File: src/rtl/uart_map_pkg.sv
// Shared UART register map, status bit positions and arbiter FSM state type.
// Used by the UART TX arbiter and its winner-select sub-module.
package uart_map_pkg;

    localparam int unsigned NUM_REQ = 2;

    localparam logic [1:0] UART_CTRL = 2'b00;
    localparam logic [1:0] UART_BAUD = 2'b01;
    localparam logic [1:0] UART_TX   = 2'b10;

    localparam int unsigned TX_IDLE_BIT = 15;

    localparam logic [15:0] UART_EN_WORD = 16'h0001;

    typedef enum logic [2:0] {
        StCfgBaud,
        StCfgEn,
        StIdle,
        StPoll,
        StWrite,
        StCheck
    } uartArbState_e;

    function automatic logic [15:0] txWord(input logic [7:0] txByte);
        return {8'h00, txByte};
    endfunction

endpackage

File: src/rtl/uart_arb_pick.sv
// Two-requester winner select: the requester named by ptr has priority,
// the other wins only when the preferred one is idle. Grant is one-hot or zero.
module uart_arb_pick
    import uart_map_pkg::*;
(
    input  logic [NUM_REQ-1:0] valid,
    input  logic               ptr,
    output logic [NUM_REQ-1:0] grant
);

    always_comb begin
        grant = '0;
        if (!ptr) begin
            if (valid[0]) begin
                grant = 2'b01;
            end else if (valid[1]) begin
                grant = 2'b10;
            end
        end else begin
            if (valid[1]) begin
                grant = 2'b10;
            end else if (valid[0]) begin
                grant = 2'b01;
            end
        end
    end

endmodule

File: src/rtl/uart_tx_arbiter.sv
// Configures a memory-mapped UART, then serialises bytes from two requesters into it.
// Define UART_ARB_RR_EN for round-robin arbitration; default is fixed priority (req0 wins).
module uart_tx_arbiter
    import uart_map_pkg::*;
#(
    parameter logic [15:0] BAUD_CFG = 16'h01B2
) (
    input  logic        i_clk,
    input  logic        i_rst,
    input  logic        i_req0Valid,
    input  logic [7:0]  i_req0Byte,
    output logic        o_req0Ready,
    input  logic        i_req1Valid,
    input  logic [7:0]  i_req1Byte,
    output logic        o_req1Ready,
    output logic [1:0]  o_memAddr,
    output logic [15:0] o_memDataOut,
    output logic        o_memWrEn,
    input  logic [15:0] i_memDataIn,
    output logic        o_cfgDone,
    output logic        o_busy
);

    uartArbState_e stateQ, stateD;
    logic [7:0]    byteQ, byteD;

    logic [NUM_REQ-1:0] valids;
    logic [NUM_REQ-1:0] grant;
    logic [NUM_REQ-1:0] grantAcc;
    logic               ptr;
    logic               txIdle;
    logic               unusedMemBits;

    assign valids        = {i_req1Valid, i_req0Valid};
    assign txIdle        = i_memDataIn[TX_IDLE_BIT];
    assign unusedMemBits = ^i_memDataIn[TX_IDLE_BIT-1:0];

    uart_arb_pick uPick (
        .valid (valids),
        .ptr   (ptr),
        .grant (grant)
    );

    // A grant only takes effect in IDLE and never while reset is held.
    assign grantAcc = (stateQ == StIdle && !i_rst) ? grant : '0;

`ifdef UART_ARB_RR_EN
    logic ptrQ, ptrD;

    // Priority passes to the requester that did not just win.
    always_comb begin
        ptrD = ptrQ;
        if (|grantAcc) begin
            ptrD = grantAcc[0];
        end
    end

    always_ff @(posedge i_clk) begin
        if (i_rst) begin
            ptrQ <= 1'b0;
        end else begin
            ptrQ <= ptrD;
        end
    end

    assign ptr = ptrQ;
`else
    assign ptr = 1'b0;
`endif

    always_comb begin
        stateD = stateQ;
        byteD  = byteQ;
        case (stateQ)
            StCfgBaud: stateD = StCfgEn;
            StCfgEn:   stateD = StIdle;
            StIdle: begin
                if (|grantAcc) begin
                    byteD  = grantAcc[1] ? i_req1Byte : i_req0Byte;
                    stateD = StPoll;
                end
            end
            StPoll: begin
                if (txIdle) begin
                    stateD = StWrite;
                end
            end
            StWrite:   stateD = StCheck;
            // Still idle after the write means the UART dropped it; resend.
            StCheck:   stateD = txIdle ? StWrite : StIdle;
            default:   stateD = StCfgBaud;
        endcase
    end

    always_ff @(posedge i_clk) begin
        if (i_rst) begin
            stateQ <= StCfgBaud;
            byteQ  <= 8'h00;
        end else begin
            stateQ <= stateD;
            byteQ  <= byteD;
        end
    end

    always_comb begin
        o_memAddr    = UART_CTRL;
        o_memDataOut = 16'h0000;
        o_memWrEn    = 1'b0;
        o_busy       = 1'b0;
        o_cfgDone    = 1'b1;
        case (stateQ)
            StCfgBaud: begin
                o_memAddr    = UART_BAUD;
                o_memDataOut = BAUD_CFG;
                o_memWrEn    = 1'b1;
                o_cfgDone    = 1'b0;
            end
            StCfgEn: begin
                o_memDataOut = UART_EN_WORD;
                o_memWrEn    = 1'b1;
                o_cfgDone    = 1'b0;
            end
            StIdle: ;
            StPoll: begin
                o_busy = 1'b1;
            end
            StWrite: begin
                o_memAddr    = UART_TX;
                o_memDataOut = txWord(byteQ);
                o_memWrEn    = 1'b1;
                o_busy       = 1'b1;
            end
            StCheck: begin
                o_busy = 1'b1;
            end
            default: begin
                o_cfgDone = 1'b0;
            end
        endcase
        // Under reset present the CFG_BAUD decode with the strobe suppressed.
        if (i_rst) begin
            o_memAddr    = UART_BAUD;
            o_memDataOut = BAUD_CFG;
            o_memWrEn    = 1'b0;
            o_busy       = 1'b0;
            o_cfgDone    = 1'b0;
        end
    end

    assign o_req0Ready = grantAcc[0];
    assign o_req1Ready = grantAcc[1];

    always_ff @(posedge i_clk) begin
        if (!i_rst) begin
            assert (!(o_req0Ready && o_req1Ready));
            assert (!(o_req0Ready || o_req1Ready) || stateQ == StIdle);
        end
    end

endmodule

File: config.mk
export PLATFORM = sky130hd
export DESIGN_NAME = uart_tx_arbiter
export DESIGN_NICKNAME = d
export VERILOG_FILES = /design/src/rtl/uart_map_pkg.sv /design/src/rtl/uart_arb_pick.sv /design/src/rtl/uart_tx_arbiter.sv
export SDC_FILE = /design/constraint.sdc
export NUM_CORES = 1
export LEC_CHECK = 0
export BUFFER_PORTS_ARGS = -buffer_cell sky130_fd_sc_hd__buf_4
export CORE_ASPECT_RATIO = 0.75
export CORE_MARGIN = 5
export CORE_UTILIZATION = 42
export DETAILED_ROUTE_END_ITERATION = 7
export HOLD_SLACK_MARGIN = 0.02
export PLACE_DENSITY = 0.84
export SLEW_MARGIN = 40
export SYNTH_ARGS = -nofsm -noshare
export SYNTH_HDL_FRONTEND = slang
export SYNTH_SLANG_ARGS = --single-unit
File: constraint.sdc
create_clock -name i_clk -period 3.83 [get_ports i_clk]
set_clock_uncertainty 0.05 [all_clocks]
set_input_delay 0.5745 -clock i_clk [delete_from_list [all_inputs] [get_ports i_clk]]
set_output_delay 0.5745 -clock i_clk [all_outputs]
set_load 0.05 [all_outputs]
==> results.py <==
metrics = {
    "detailed_routing": {
        "vias": 762,
        "routed_wl_um": 1910,
        "routed_via_density": 5.15,
        "drcViolationCount": 0,
        "drt_iter0_drc": 9,
        "routedWlPerCell_um": 12.9,
        "final_antenna_net_count": 0,
        "drt-pass1-iter-count": 3,
    },
    "power": {
        "power_w": 0.000372,
        "power_density_nw_per_um2": 356,
        "vdd_drop_max_v": 0.000217,
        "total_leakage_power_nw": 0.493,
    },
    "sta": {
        "fin_crit_sh": 0.627,
        "tns_ns": 0,
        "setup_viol": 0,
        "hold_viol": 0,
        "timing.final.ws_setup_ns": 1.43,
        "fmax_mhz": 416,
        "drv_slew": 0,
        "rsz0062_at_grt": "false",
        "min_period_ns": 2.40,
    },
    "floorplan": {
        "rows": 13,
        "die_h_um": 47.6,
        "initial_core_util": 0.451,
        "dieWidth_um": 60.1,
        "die_area_um2": 2860,
        "core-area_um2": 1760,
        "io_pins": 59,
    },
    "grt": {
        "grt_pass1_wl_um": 3060,
        "grtUsageTotal": 0.147,
        "grt_pass1_vias": 716,
        "grt_overflow": 0,
        "grt_start_max_net_pins": 20,
        "antenna_found_initial": 0,
    },
    "clock_network": {
        "postCtsSetupRepairBufs": 0,
        "cts_buffer_depth": 2,
        "clk_latency_ns": 0.27,
        "root_buffer": "clkbuf_4",
        "cts_hold_buffers": 0,
        "htreeDepth": 1,
        "cts.clk_slew.worst_paths_ns": 0.08,
        "cts-resized-gates": 0,
        "cts.sinks": 11,
        "cts_made_buffers": 3,
        "cts_tree": "done",
    },
    "yosys": {
        "synth_cell_types": 29,
        "syn_area_um2": 792,
        "ys_warn_count": 0,
        "synthXorXnorAreaFrac": 0,
        "yosysSeqAreaShare": 0.278,
        "synth_compound_area_frac": 0.220,
        "synthMuxAreaShare": 0.0142,
        "synth_top_area_share": 0.278,
        "yosysTopAreaCell": "dfxtp_1",
        "syn_area_per_cell_um2": 8.34,
        "synth.area.top_cells": "dfxtp_1, nor3b_1, o22a_1",
        "synth-adder-area-share": 0,
        "synth-seq-cells": 11,
        "syn-instance-count": 95,
        "synth-simple-area-share": 0.354,
        "synth_top_family_by_area": "simple AND/OR/NAND/NOR gates",
    },
    "setup_path": {
        "path_class": "flop to primary output",
        "ff2ff_setup_slack_ns": 2.36,
        "start_kind": "flop",
        "crit_required_ns": 3.21,
        "crit_fanout": 10,
        "end_kind": "primary output",
        "crit_arrival_ns": 1.78,
    },
    "run_status": {
        "status": "complete, no violations",
    },
    "placement": {
        "dp_slack_ns": 1.45,
        "dpl.hpwl_um": 1490,
        "gp_congestion": 0.706,
        "port_buffers": 36,
    },
    "min_path": {
        "hp-class": "flop to flop",
    },
    "final_layout": {
        "antennaDiodeCount": 0,
        "fill_cells": 161,
        "drive_gt1_frac": 0.365,
        "synthToLayoutAreaGrowth_pct": 31.9,
        "fin_nets": 163,
    },
    "run": {
        "max-cap-violations": 0,
    },
}
==> synth_stat cells (all sizes together) <==
library cell and instances:
conb 1, nand2b 2, buf 11, o21bai 1
inv 2, or4b 1, dfxtp 11, a21oi 4
nor2b 10, a2111oi 1, o21ba 1, mux2 1
nor3 9, or2 1, o22a 9, nand2 1
and2 3, clkbuf 4, nor2 5, o32a 1
nand3b 1, a21o 4, a211oi 1, nor3b 10
==> where the power goes <==
group | internal, W | switching [W] | leakage [nW]
sequential | 0.000126 | 0.0000106 | 0.0901
clock | 0.0000387 | 0.0000422 | 0.0177
combinational | 0.0000578 | 0.0000963 | 0.385
total | 0.000223 | 0.000149 | 0.493
==> sequential cells by signal, summed over array words and instances (netlist names) <==
name,count
stateQ,3
byteQ,8
==> stage by stage <==
step           std cells  utilization  hold slack (ns)  instance area, um2
6_report             148        0.595            0.413                1040
3_5_place_dp         144        0.579            0.400                1020
5_1_grt              148        0.595            0.433                1040
4_1_cts              148        0.595            0.418                1040
3_3_place_gp         144        0.579            0.391                1020
2_1_floorplan        101            -            0.383                 815
==> kinds of logic (layout without fill, tap and decap cells) <==
kind of cell / Yosys count / in the layout
buffers and inverters: 17 / 42
DFF: 11 / 11
other: 1 / 7
AOI/OAI and AO/OA: 22 / 22
and+or+nand+nor: 43 / 43
muxes: 1 / 1
==> layer usage <==
| metal | share of wire | vias up | GRT usage | routed length [um] |
|---|---|---|---|---|
| li1 | - | 385 | - | - |
| met1 | 0.41 | 342 | 0.152 | 783 |
| met2 | 0.47 | 30 | 0.259 | 889 |
| met3 | 0.11 | 5 | 0.0782 | 213 |
| met4 | 0.010 | 0 | 0.0531 | 19 |
| met5 | 0 | - | 0 | 0 |
==> cell type report <==
| class | count | area (um2) | area share |
|---|---|---|---|
| Sequential cell | 11 | 220 | 0.211 |
| Timing Repair Buffer | 36 | 270 | 0.259 |
| Inverter | 2 | 7.51 | 0.00719 |
| Tap cell | 22 | 27.5 | 0.0263 |
| Multi-Input combinational cell | 73 | 492 | 0.471 |
| Clock inverter | 1 | 5.00 | 0.00479 |
| Clock buffer | 3 | 22.5 | 0.0216 |
==> critical path: stages, from the launching register on <==
cell and delay (ns):
dfxtp_1 0.40, or2_2 0.35, nor3b_1 0.38, and2_1 0.19, buf_4 0.19
==> layout by cell type, fill, tap and decap left out, drive strengths merged <==
| cell | count |
|---|---|
| a2111oi | 1 |
| a211oi | 1 |
| a21o | 4 |
| a21oi | 4 |
| and2 | 3 |
| buf | 36 |
| clkbuf | 3 |
| clkinv | 1 |
| conb | 7 |
| dfxtp | 11 |
| inv | 2 |
| mux2 | 1 |
| nand2 | 1 |
| nand2b | 2 |
| nand3b | 1 |
| nor2 | 5 |
| nor2b | 10 |
| nor3 | 9 |
| nor3b | 10 |
| o21ba | 1 |
| o21bai | 1 |
| o22a | 9 |
| o32a | 1 |
| or2 | 1 |
| or4b | 1 |
==> final timing paths <==
kind                   from               to  depth (start not counted)
setup / recovery  stateQ[0]  o_memDataOut[3]                          4
hold / removal     byteQ[2]         byteQ[2]                          1
setup reg to reg  stateQ[1]         byteQ[5]                          3
hold reg to reg    byteQ[2]         byteQ[2]                          1
Note: power is estimated with default switching activity, not from simulation.
